<file path="config.mk">
export PLATFORM = sky130hd
export DESIGN_NAME = pipe_wb_buf
export DESIGN_NICKNAME = d
export VERILOG_FILES = /design/src/rtl/pipe_pkg.sv /design/src/rtl/hs_fifo_mem.sv /design/src/rtl/pipe_wb_buf.sv
export SDC_FILE = /design/constraint.sdc
export NUM_CORES = 1
export LEC_CHECK = 0
export ABC_AREA = 0
export CAP_MARGIN = 40
export CORE_UTILIZATION = 32
export DETAILED_ROUTE_END_ITERATION = 8
export HOLD_SLACK_MARGIN = 0.06
export PLACE_DENSITY = 0.52
export SLEW_MARGIN = 10
export SYNTH_ARGS = -nofsm -noshare
export SYNTH_HDL_FRONTEND = slang
export SYNTH_SLANG_ARGS = --single-unit
</file>
<file path="constraint.sdc">
create_clock -name clk -period 3.7 [get_ports clk]
set_clock_uncertainty 0.15 [all_clocks]
set_input_delay 0.925 -clock clk [delete_from_list [all_inputs] [get_ports clk]]
set_output_delay 0.925 -clock clk [all_outputs]
set_load 0.01 [all_outputs]
</file>
<file path="src/rtl/pipe_pkg.sv">
// Shared widths and handshake state encoding
// for the MEM->WB writeback buffer.
package pipe_pkg;

  localparam int PIPE_DW = 32;
  localparam int PIPE_AW = 5;

  typedef enum logic {
    HS_IDLE = 1'b0,
    HS_ACK  = 1'b1
  } hs_state_e;

endpackage

</file>
<file path="src/rtl/hs_fifo_mem.sv">
// Record storage for the writeback buffer:
// register array plus wrap-around pointers and count.
module hs_fifo_mem #(
  parameter  int DEPTH = 4,
  parameter  int RW    = 38,
  localparam int PW    = $clog2(DEPTH),
  localparam int CW    = PW + 1
) (
  input  logic          clk,
  input  logic          rst,
  input  logic          flush,
  input  logic          we,
  input  logic [RW-1:0] wdata,
  input  logic          re,
  output logic [RW-1:0] rdata,
  output logic          full,
  output logic          avail
);

  logic [RW-1:0] mem_q [DEPTH];
  logic [RW-1:0] mem_d [DEPTH];
  logic [PW-1:0] wr_ptr_q, wr_ptr_d;
  logic [PW-1:0] rd_ptr_q, rd_ptr_d;
  logic [CW-1:0] count_q, count_d;

  always_comb begin
    mem_d    = mem_q;
    wr_ptr_d = wr_ptr_q;
    rd_ptr_d = rd_ptr_q;
    count_d  = count_q;
    if (flush) begin
      wr_ptr_d = '0;
      rd_ptr_d = '0;
      count_d  = '0;
    end else begin
      if (we) begin
        mem_d[wr_ptr_q] = wdata;
        wr_ptr_d        = wr_ptr_q + PW'(1);
      end
      if (re) begin
        rd_ptr_d = rd_ptr_q + PW'(1);
      end
      unique case ({we, re})
        2'b10:   count_d = count_q + CW'(1);
        2'b01:   count_d = count_q - CW'(1);
        default: count_d = count_q;
      endcase
    end
  end

  always_ff @(posedge clk or negedge rst) begin
    if (!rst) begin
      for (int i = 0; i < DEPTH; i++) begin
        mem_q[i] <= '0;
      end
      wr_ptr_q <= '0;
      rd_ptr_q <= '0;
      count_q  <= '0;
    end else begin
      mem_q    <= mem_d;
      wr_ptr_q <= wr_ptr_d;
      rd_ptr_q <= rd_ptr_d;
      count_q  <= count_d;
    end
  end

  assign rdata = mem_q[rd_ptr_q];
  assign full  = (count_q == CW'(DEPTH));
  assign avail = (count_q != '0);

endmodule

</file>
<file path="src/rtl/pipe_wb_buf.sv">
// MEM->WB writeback buffer: four-phase
// handshakes on both sides around a small FIFO.
module pipe_wb_buf
  import pipe_pkg::*;
#(
  parameter int DEPTH = 4,
  parameter int DW    = PIPE_DW,
  parameter int AW    = PIPE_AW
) (
  input  logic          clk,
  input  logic          rst,
  input  logic          mem_we,
  input  logic          mem_wb_e,
  input  logic [DW-1:0] mem_din,
  input  logic [AW-1:0] mem_idx,
  output logic          mem_wack,
  output logic          full,
  output logic          buf_avail,
  input  logic          buf_re,
  output logic          buf_rack,
  output logic          wb_e,
  output logic [DW-1:0] dout,
  output logic [AW-1:0] idxout,
  input  logic          flush
);

  localparam int RW = 1 + DW + AW;

  hs_state_e wr_st_q, wr_st_d;
  hs_state_e rd_st_q, rd_st_d;
  logic      wr_commit, rd_commit;

  logic [RW-1:0] head;
  logic          wb_e_q, wb_e_d;
  logic [DW-1:0] dout_q, dout_d;
  logic [AW-1:0] idx_q, idx_d;

  hs_fifo_mem #(
    .DEPTH (DEPTH),
    .RW    (RW)
  ) u_mem (
    .clk   (clk),
    .rst   (rst),
    .flush (flush),
    .we    (wr_commit),
    .wdata ({mem_wb_e, mem_din, mem_idx}),
    .re    (rd_commit),
    .rdata (head),
    .full  (full),
    .avail (buf_avail)
  );

  // A flushed write still commits here so the
  // requester gets its ack; the FIFO drops it.
  always_comb begin
    wr_st_d   = wr_st_q;
    wr_commit = 1'b0;
    unique case (wr_st_q)
      HS_IDLE: begin
        if (mem_we && !full) begin
          wr_commit = 1'b1;
          wr_st_d   = HS_ACK;
        end
      end
      HS_ACK: begin
        if (!mem_we) wr_st_d = HS_IDLE;
      end
      default: wr_st_d = HS_IDLE;
    endcase
  end

  always_comb begin
    rd_st_d   = rd_st_q;
    rd_commit = 1'b0;
    unique case (rd_st_q)
      HS_IDLE: begin
        if (buf_re && buf_avail && !flush) begin
          rd_commit = 1'b1;
          rd_st_d   = HS_ACK;
        end
      end
      HS_ACK: begin
        if (!buf_re) rd_st_d = HS_IDLE;
      end
      default: rd_st_d = HS_IDLE;
    endcase
  end

  always_comb begin
    wb_e_d = wb_e_q;
    dout_d = dout_q;
    idx_d  = idx_q;
    if (rd_commit) begin
      {wb_e_d, dout_d, idx_d} = head;
    end
  end

  always_ff @(posedge clk or negedge rst) begin
    if (!rst) begin
      wr_st_q <= HS_IDLE;
      rd_st_q <= HS_IDLE;
      wb_e_q  <= 1'b0;
      dout_q  <= '0;
      idx_q   <= '0;
    end else begin
      wr_st_q <= wr_st_d;
      rd_st_q <= rd_st_d;
      wb_e_q  <= wb_e_d;
      dout_q  <= dout_d;
      idx_q   <= idx_d;
    end
  end

  assign mem_wack = (wr_st_q == HS_ACK);
  assign buf_rack = (rd_st_q == HS_ACK);
  assign wb_e     = wb_e_q;
  assign dout     = dout_q;
  assign idxout   = idx_q;

endmodule

</file>
After elaboration in Yosys (flattened, before gate mapping)
Cells that the tools add are included.
{ "word_totals": {"reg_bits": 199, "inputBits": 43, "out_inout_bits": 42, "elab_cells": 58} }
{ "classes": {"addsub": 4, "magnitude_cmp": 3, "n_eq_ne": 3, "n_mux": 20, "bitwise": 5, "n_reduce_logical": 11} }
{ "ops": {"columns": ["cell", "count"], "rows": [
  ["$bwmux W152", 1],
  ["$mux W38", 3],
  ["$bmux W38 S2", 1],
  ["$demux W38 S2", 1],
  ["$mux W2", 4],
  ["$ge A3 B3 Y1 const B", 2],
  ["$mux W1", 6],
  ["$not A2 Y3", 2],
  ["$pmux W3 S2", 1],
  ["$reduce_bool A3 Y1", 2],
  ["$add A2 B1 Y2 const B", 2],
  ["$logic_and A1 B1 Y1", 4],
  ["$pmux W1 S2", 2],
  ["$reduce_bool A2 Y1", 2],
  ["$add A3 B1 Y3 const B", 1],
  ["$eq A3 B3 Y1 const B", 1],
  ["$lt A3 B1 Y1 const B", 1],
  ["$mux W3", 1],
  ["$not A1 Y1", 3],
  ["$sub A3 B1 Y3 const B", 1],
  ["$eq A2 B1 Y1 const B", 1],
  ["$eq A2 B2 Y1 const B", 1],
  ["$logic_not A1 Y1", 2],
  ["$reduce_and A2 Y1", 1]
]} }

Depth between registers and ports, before layout
Gate-level depths: netlist of run 1.
{ "depth": {"depth_word": 8, "depth_mapped": 9, "depth_no_buf": 7} }

Hierarchy
From an unflattened synthesis of run 1, not the netlist that was laid out.
{ "unflattened": {"hier_cells": 498, "area_unflattened_um2": 8848.5} }
{ "by_module_without_submodules": {"columns": ["mod", "instances", "cells_each", "area_per_inst_um2", "seq_area_each_um2"], "rows": [
  ["hs_fifo_mem", 1, 410, 7289.5, 3978.8],
  ["pipe_wb_buf", 1, 88, 1559.0, 1001.0]
]} }

Worst setup path before layout of run 1
Ideal clock, no wire load.
{ "synth_path": {"kind": "input to register", "from": "in flush", "to": "reg u_mem.count_q[1]", "setup_time_ps": 129, "t_arrival_ps": 2480, "t_required_ps": 3421, "setup_slack_ps": 941, "cell_stages": 8, "n_path_buf": 3, "cell_sequence": "clkbuf_2 -> or3_1 -> buf_2 -> buf_6 -> nor2_1 -> fa_1 -> o2111ai_1 -> a31oi_1"} }
{ "synth_via": {"elab_chain_cells": 7, "word_cells_on_any_way": 9, "cone_classes": "eq/ne: 2; mux: 4; reduce/logical: 3"} }
{ "synth_rtl": {"columns": ["item", "line", "rtl"], "rows": [
  ["from (decl)", "pipe_wb_buf.sv:24", "input logic flush"],
  ["$logic_not A1 Y1", "pipe_wb_buf.sv:77", "if (buf_re && buf_avail && !flush) begin"],
  ["$logic_and A1 B1 Y1", "pipe_wb_buf.sv:77", null],
  ["$mux W1", "pipe_wb_buf.sv:77", null],
  ["$mux W1", "pipe_wb_buf.sv:75", "unique case (rd_st_q)"],
  ["$eq A2 B1 Y1 / $eq A2 B2 Y1 (equally long branches)", "hs_fifo_mem.sv:43", "unique case ({we, re})"],
  ["$pmux W3 S2", "hs_fifo_mem.sv:43", null],
  ["$mux W3", "hs_fifo_mem.sv:31", "if (flush) begin"],
  ["to (signal assigned)", "hs_fifo_mem.sv:63", "count_q <= count_d;"],
  ["to (decl)", "hs_fifo_mem.sv:24", "logic [CW-1:0] count_q, count_d;"]
]} }
Several ways; a longest one is shown, not always the timed one.
A chain may end at the register's enable or synchronous reset.

Worst setup path in the final report of run 1
{ "layout_path": {"from": "reg u_mem.count_q[1]", "to": "out full"} }
{ "layout_via": {"elab_chain_cells": 1} }
{ "layout_rtl": {"columns": ["item", "line", "rtl"], "rows": [
  ["$eq A3 B3 Y1", "hs_fifo_mem.sv:68", "assign full = (count_q == CW'(DEPTH));"],
  ["to (decl)", "pipe_wb_buf.sv:17", "output logic full,"]
]} }
Every way passes these cells.

==> results of run 1 <==
==> per-layer routing <==
metal  vias up  GRT usage
met2        74      0.244
met5         -          0
met4         0     0.0290
met1      2521      0.183
met3        13     0.0413
li1       2045          -
==> cells in the final DEF (no fill, tap or decap), types with 2 or more instances in the layout <==
cell	n
a31oi_1	2
buf_12	4
buf_4	9
clkbuf_16	17
clkdlybuf4s50_1	83
clkinv_2	2
clkinvlp_4	2
dfrtp_1	197
ha_1	4
inv_1	4
inv_6	6
inv_8	4
mux2_2	99
mux2_4	91
mux4_2	38
nand2_1	5
nand2_2	4
nand2b_1	2
nor2_1	8
o2111ai_1	2
o21ai_0	3
xnor2_1	3
==> registers in the layout, indices dropped and copies added (netlist names) <==
signal and cells:
idxout 5, wb_e 1, u_mem.rd_ptr_q 2, buf_rack 1, u_mem.count_q 3, mem_wack 1
u_mem.mem_q 152, u_mem.wr_ptr_q 2, dout 32
==> area by class of cell <==
type / count / share of cell area
Tap cell: 372 / 0.0433
Sequential cell: 199 / 0.464
Multi-Input combinational cell: 277 / 0.345
Clock inverter: 15 / 0.0122
Inverter: 4 / 0.00140
Clock buffer: 17 / 0.0396
Timing Repair Buffer: 98 / 0.0949
==> cells by family after synthesis <==
family | after synthesis
muxes | 228
DFF | 199
buffers and inverters | 35
and+or+nand+nor | 29
AOI/OAI and AO/OA | 10
xor gates and xnor gates | 5
adders and majority gates | 5
==> power groups by stage <==
stage / clock (mW) / sequential, mW / combinational (mW)
after global placement: 0 / 3.43 / 2.28
after CTS: 1.86 / 3.37 / 2.47
after floorplan: 0 / 3.32 / 1.60
final: 1.79 / 3.36 / 2.42
after detailed placement: 0 / 3.40 / 2.46
after global routing: 1.94 / 3.46 / 2.61
==> path summary, 6_finish.rpt <==
path	start	to	slack, ns	cells after the start
max in group asynchronous	rst	u_mem.rd_ptr_q[0]$_DFFE_PN0P_	2.14	2
min reg2reg	u_mem.mem_q[5]$_DFFE_PN0P_	u_mem.mem_q[5]$_DFFE_PN0P_	0.35	1
min in group clk	u_mem.mem_q[5]$_DFFE_PN0P_	u_mem.mem_q[5]$_DFFE_PN0P_	0.35	1
min	rst	dout[12]$_DFFE_PN0P_	0.34	1
max reg2reg	mem_wack$_DFF_PN0_	u_mem.count_q[2]$_DFFE_PN0P_	1.34	7
max	u_mem.count_q[1]$_DFFE_PN0P_	full	0.73	2
==> summary.txt, run 1 <==
status -> complete, no violations
Max Buffers Root-to-Sink -> 2
Power per Cell Area -> 704 nW/um2
first-pass GRT wire length -> 31100 um
Multi-input gate area -> 3700 um2
Worst Path Max Fanout -> 6
final wirelength -> 19400 um
HP Class -> in2async
largest family of logic cells by synthesized area -> multiplexers
Vias -> 4653
Net Count, Synth -> 559
Core Footprint -> 27300 um2
Final Hold Fails -> 0
P&R area growth vs syn -> 19.6%
fin crit period -> 2.97 ns
Final Util -> 0.394
H-tree depth -> 4
Seq/Total Area, Yosys -> 0.554
later-pin clock latency in the skew report -> 0.43 ns
Worst Hold Margin -> 0.339 ns
Seq pwr share -> 0.444
Placement Cell Area -> 10200 um2
CP bufs+invs -> 1
post-detail-place hpwl -> 11800 um
Setup WS post-layout -> 0.729 ns
Post-Place Cells -> 950
Commonest cells post-synth -> dfrtp_1, mux2_2, mux2_4
RSZ-0062 raised after global routing -> false
Worst slew margin -> 0.609
largest net degree at the start of global routing -> 72
number of I/O pins -> 85
crit path kind -> reg2out
fin. max-slew vios -> 0
top cell type's share of synthesized area -> 0.554
post-synthesis xor/xnor area fraction -> 0.00640
Slowest-stage cell, CP -> clkdlybuf4s50_1
total number of yosys warnings -> 0
clock group share of total power -> 0.236
CTS tree -> done
Net Sw Frac -> 0.281
highest clock rate -> 0.337 GHz
worst path required time -> 2.62 ns
Vert. Die Dim -> 170 um
adder-cell share of the synthesized area -> 0.00780
Compound-Gate Fraction of Synth Area -> 0.00724
fillers -> 2487
Max-cap violations -> 0
asr flop ratio synth -> 1.00
cell-internal power -> 5.44 mW
post-synth top area cell -> dfrtp_1
layout cells sized above 1 -> 0.467
vias in the first global route -> 5286
number of enable flip-flop cells after synthesis -> 0
setup violators final -> 0
# DRC -> 0
post_cts resized -> 0
cell count after synthesis -> 511
clk slew on worst S/H paths -> 0.08 ns
antenna violations before repair -> 1
Pwr Total -> 7.57 mW
crit path launch type -> flop
number of iterations in the first detailed-routing pass -> 4
gr usage total -> 0.144
slowest stage delay, CP -> 0.61 ns
critical path arrival -> 1.90 ns
Synth area leaders -> dfrtp_1, mux2_4, mux2_2, mux4_2, buf_8
Critical Path Sink Type -> output pin
Final Non-Filler Cells -> 982
delay-heaviest family, CP -> buffers and inverters
Post-Syn Area per Cell -> 17.6 um2
Pleak -> 4.96 nW
multiplexer share of the synthesized area -> 0.371
crit-path cells -> nor3b_4 -> clkdlybuf4s50_1
Routed met1 length -> 8730 um
Register Area -> 4980 um2
# diodes -> 0
Yosys reg bits -> 199
post-DR vias/cell -> 4.74
post-route ant nets -> 0
Post-CTS Setup Bufs -> 0
PortBufs -> 84
Max VDD drop -> 302 uV
met2 wire length -> 9720 um
Rows -> 60
Starting Density -> 0.330
Hold Buf Count CTS -> 0
Gate power share -> 0.319
met3 wire len -> 777 um
count leader, synth -> dfrtp_1
setup_tns -> 0 ns
Max Used Layer -> met4
Die Wd -> 170 um
Final period util -> 0.803
Nets -> 645
GRT overflow -> 0
Avg WL per Cell -> 19.7 um
GP Congestion -> 0.720
fin area -> 10700 um2
drt initial violations -> 156
unique cell type count in the Yosys netlist -> 37
Synth Area in Simple Gates -> 0.0193
sw power -> 2.13 mW
clk sink count -> 199
slew at the pin closest to its max-slew limit -> 0.587 ns
Setup WS pre-CTS -> 0.388 ns
area of the mapped netlist -> 8990 um2
CTS Buf Count -> 17
Die ar. -> 28800 um2
top_reg_cell synth -> dfrtp_1
Root Driver -> clkbuf_16
(Power assumes the default switching activity.)
==> run 2: changes to the inputs <==
PLACE_DENSITY = 0.53   (was 0.52)
clock period = 2.55 ns   (was 3.7 ns; I/O delays follow)
==> run 2 against run 1 <==
  * Clock power is 53% higher
  * Combinational power increased by 49%
  * Non-clock buffer count grew 15
  * Die area did not move
  * First-iteration DRC count is 40% higher
  * Sequential share of layout area shrank 0.91 points
  * Worst setup slack got worse by 0.45 ns
  * Flip-flop and latch count unchanged
  * Largest power group unchanged
  * Cell count grew 1.5%
  * Critical path depth rose by 5
  * Largest cell class unchanged
  * Global-route usage decreased by 0.092 points
  * Via count rose by 3.0%
==> summary.txt, run 2 (synthesis results as in run 1) <==
Max-cap violations -> 0
Final Hold Fails -> 0
Setup WS pre-CTS -> -0.162 ns
most frequent cells in the layout -> dfrtp_1, mux2_2, mux2_4
post-detail-place hpwl -> 12200 um
Setup WS post-layout -> 0.276 ns
fin crit period -> 2.27 ns
Max Buffers Root-to-Sink -> 2
Core Footprint -> 27300 um2
P&R area growth vs syn -> 22.0%
gr usage total -> 0.143
crit path launch type -> input pin
Top reg by flops -> u_mem.mem_q
fin. max-slew vios -> 0
Vias -> 4792
max reg flops -> 152
crit path kind -> in2reg
Critical Path Sink Type -> flop
CP bufs+invs -> 1
HP Class -> reg2reg
Worst Hold Margin -> 0.352 ns
Die ar. -> 28800 um2
later-pin clock latency in the skew report -> 0.43 ns
post-route ant nets -> 0
number of iterations in the first detailed-routing pass -> 4
number of I/O pins -> 85
reg-to-reg slack, setup -> 0.30 ns
worst path required time -> 2.71 ns
Max VDD drop -> 424 uV
Rows -> 60
drt initial violations -> 219
Pleak -> 5.09 nW
Worst Path Max Fanout -> 2
largest net degree at the start of global routing -> 61
first-pass GRT wire length -> 31200 um
Vert. Die Dim -> 170 um
WHS Endpoint -> u_mem.mem_q[44]$_DFFE_PN0P_
most common cell after layout, fill and taps aside -> dfrtp_1
# DRC -> 0
clk slew on worst S/H paths -> 0.07 ns
layout cells sized above 1 -> 0.483
Final Non-Filler Cells -> 997
Power per Cell Area -> 1020 nW/um2
setup violators final -> 0
slew at the pin closest to its max-slew limit -> 0.515 ns
Starting Density -> 0.330
hold_sp -> u_mem.mem_q[44]$_DFFE_PN0P_
antenna violations before repair -> 3
Final Util -> 0.403
CTS Buf Count -> 17
Worst R2R Path Depth -> 8
critical path arrival -> 2.44 ns
status -> complete, no violations
CP startpoint -> buf_re
RSZ-0062 raised after global routing -> false
slowest stage delay, CP -> 0.48 ns
Slowest-stage cell, CP -> clkdlybuf4s50_1
Worst R2R End -> u_mem.count_q[2]$_DFFE_PN0P_
final wirelength -> 19400 um
reg2reg start -> u_mem.count_q[2]$_DFFE_PN0P_
Final period util -> 0.892
Post-Place Cells -> 962
Nets -> 660
GP Congestion -> 0.803
crit-path cells -> clkdlybuf4s50_1 -> nand2b_1 -> or3_2 -> nor2_1 -> fa_1 -> o2111ai_1 -> a31oi_1
highest clock rate -> 0.440 GHz
delay-heaviest family, CP -> simple AND/OR/NAND/NOR gates
vias in the first global route -> 5473
Die Wd -> 170 um
hold-critical path depth -> 1
clk sink count -> 199
H-tree depth -> 4
Worst slew margin -> 0.657
GRT overflow -> 0
# diodes -> 0
PortBufs -> 84
Avg WL per Cell -> 19.5 um
CTS tree -> done
post-DR vias/cell -> 4.81
Root Driver -> clkbuf_16
## run 2: changes by cell type in the layout (fill, tap and decap cells not counted), moves of 2 or more
cell             change
buf_4                +9
clkdlybuf4s50_1      -2
inv_8                -2
dlymetal6s2s_1       +2
dfrtp_1              -3
buf_12               +6
dfrtp_2              +3
bufinv_16            +2
## run 2: how the worst max path moves through the flow
stage	endpoint	cells past startpoint
after floorplan	u_mem.count_q[1]$_DFFE_PN0P_	8
after global placement	u_mem.count_q[1]$_DFFE_PN0P_	7
after detailed placement	u_mem.count_q[1]$_DFFE_PN0P_	7
after CTS	full	2
after global routing	u_mem.count_q[2]$_DFFE_PN0P_	8
final	u_mem.count_q[1]$_DFFE_PN0P_	7
## run 2: metal layers
layer | up-vias | GRT usage | wire length, um
met3 | 19 | 0.0361 | 765
met2 | 83 | 0.243 | 9770
met5 | - | 0 | 17
met4 | 4 | 0.0321 | 173
met1 | 2613 | 0.183 | 8680
li1 | 2073 | - | -
## run 2: layout make-up
| type | count | area (um2) |
|---|---|---|
| fill | 2480 | 16300 |
| sequential | 199 | 4990 |
| multi-input combinational | 277 | 3720 |
| timing repair buffer | 113 | 1190 |
| tap | 372 | 465 |
| clock buffer | 18 | 429 |
| clock inverter | 14 | 160 |
| inverter | 4 | 15.0 |
## run 2: where the power goes
| group | total [mW] | switching (mW) | internal, mW |
|---|---|---|---|
| combinational | 3.60 | 1.15 | 2.45 |
| clock | 2.74 | 1.27 | 1.48 |
| sequential | 4.90 | 0.673 | 4.22 |
## run 2: timing repair
action,in CTS,in global routing
endpoints found under the hold margin,44,0
hold buffers,1,0
pin swaps,2,0
endpoints found under the setup margin,2,2
resized for setup,2,5
setup buffers,2,0
## run 2: metrics by stage
stage	instance area, um2	power (mW)	setup TNS (ns)
2_1_floorplan	8990	7.13	0
3_3_place_gp	10300	8.39	-2.44
3_5_place_dp	10300	8.58	-6.97
4_1_cts	11000	11.4	0
5_1_grt	11000	11.9	0
6_report	11000	11.2	0
==> run 3: changes to the inputs <==
CORE_UTILIZATION = 52   (was 32)
GPL_TIMING_DRIVEN = 1   (was not set)
PLACE_DENSITY = 0.78   (was 0.53)
==> run 3 against run 2 <==
  * Critical path depth shrank 5
  * Die area shrank 38%
  * First-iteration DRC count is 14% higher
  * Combinational power fell by 3%
  * Register-to-register slack better by 0.05 ns
  * Core utilization increased by 24 points
  * Largest cell class unchanged
  * Non-clock buffer count decreased by 2
  * Clock-buffer cell count grew 5
==> summary.txt, run 3 (synthesis results as in run 1) <==
status -> complete, no violations
Final Non-Filler Cells -> 841
layout cells sized above 1 -> 0.477
clk slew on worst S/H paths -> 0.07 ns
number of iterations in the first detailed-routing pass -> 4
final wirelength -> 17500 um
drt initial violations -> 250
setup_tns -> 0 ns
Die ar. -> 17800 um2
first-pass GRT wire length -> 29000 um
fin. max-slew vios -> 0
clk sink count -> 199
Worst slew margin -> 0.532
Setup WS pre-CTS -> -0.229 ns
Post-CTS Setup Bufs -> 0
later-pin clock latency in the skew report -> 0.43 ns
Die Wd -> 133 um
Top reg by flops -> u_mem.mem_q
most frequent cells in the layout -> dfrtp_1, mux2_2, mux2_4
fin crit period -> 2.49 ns
Worst R2R End -> u_mem.count_q[2]$_DFFE_PN0P_
CTS Buf Count -> 17
crit path kind -> reg2out
PortBufs -> 84
CTS tree -> done
RSZ-0062 raised after global routing -> false
most common cell after layout, fill and taps aside -> dfrtp_1
fin area -> 10700 um2
Max VDD drop -> 574 uV
Rows -> 47
GRT overflow -> 0
Nets -> 658
vias in the first global route -> 5327
hold-critical path depth -> 1
WHS Endpoint -> u_mem.mem_q[27]$_DFFE_PN0P_
Worst Path Max Fanout -> 5
# DRC -> 0
highest clock rate -> 0.402 GHz
post-DR vias/cell -> 5.63
Placement Cell Area -> 10100 um2
H-tree depth -> 4
Starting Density -> 0.538
largest net degree at the start of global routing -> 60
Vert. Die Dim -> 133 um
Pwr Total -> 11.0 mW
Max-cap violations -> 0
hold_sp -> u_mem.mem_q[27]$_DFFE_PN0P_
post-route ant nets -> 0
setup violators final -> 0
max reg flops -> 152
crit path launch type -> flop
number of I/O pins -> 85
Setup WS post-layout -> 0.0626 ns
gr usage total -> 0.215
Final period util -> 0.975
slew at the pin closest to its max-slew limit -> 0.702 ns
Critical Path Sink Type -> output pin
Power per Cell Area -> 1020 nW/um2
post-detail-place hpwl -> 11100 um
critical path arrival -> 1.70 ns
HP Class -> reg2reg
GP Congestion -> 0.766
Root Driver -> clkbuf_16
Max Buffers Root-to-Sink -> 2
Post-Place Cells -> 810
Core Footprint -> 16700 um2
P&R area growth vs syn -> 19.2%
antenna violations before repair -> 0
Avg WL per Cell -> 20.8 um
Pleak -> 5.03 nW
# diodes -> 0
Final Util -> 0.641
Worst R2R Path Depth -> 8
reg-to-reg slack, setup -> 0.35 ns
reg2reg start -> u_mem.count_q[2]$_DFFE_PN0P_
Worst Hold Margin -> 0.353 ns
worst path required time -> 1.76 ns
Vias -> 4739
Final Hold Fails -> 0
-- run 3: repair_timing --
action / in CTS / in global routing
hold buffers: 1 / 0
hold endpoints to repair: 52 / 0
setup endpoints to repair: 1 / 1
gates resized for setup: 4 / 1
-- run 3: area by class of cell --
cell class / count / area (um2)
multi-input cells: 277 / 3710
clock buffers: 23 / 478
repair buffers: 111 / 1170
inverters: 4 / 15.0
fillers: 1185 / 5990
well taps: 220 / 275
flip-flops and latches: 199 / 4990
clock inverters: 7 / 72.6
-- run 3: per-layer routing --
layer | vias to the layer above | global-route usage | share of wire
met5 | - | 0 | 0
li1 | 2072 | - | -
met4 | 0 | 0.0688 | 0.012
met1 | 2563 | 0.279 | 0.44
met3 | 17 | 0.0479 | 0.032
met2 | 87 | 0.362 | 0.51
-- run 3: worst max-delay path, stage by stage, from the launching register on --
cell and delay (ns):
dfrtp_2 0.46, nor3b_4 0.22, clkdlybuf4s50_1 0.59
-- run 3: worst max path at each step --
stage | from | to | slack [ns] | cells after the start
after floorplan | flush | u_mem.count_q[1]$_DFFE_PN0P_ | 0.08 | 8
after global placement | buf_re | u_mem.count_q[1]$_DFFE_PN0P_ | -0.15 | 7
after detailed placement | buf_re | u_mem.count_q[1]$_DFFE_PN0P_ | -0.23 | 7
after CTS | u_mem.count_q[1]$_DFFE_PN0P_ | full | 0.03 | 2
after global routing | u_mem.count_q[1]$_DFFE_PN0P_ | full | 0.02 | 2
final | u_mem.count_q[1]$_DFFE_PN0P_ | full | 0.06 | 2
-- run 3: power by group --
group | switching [mW] | internal (mW) | total, mW | leakage (nW)
sequential | 0.710 | 4.23 | 4.94 | 2.55
clock | 1.11 | 1.41 | 2.52 | 0.265
combinational | 1.10 | 2.39 | 3.50 | 2.22
total | 2.92 | 8.03 | 11.0 | 5.03
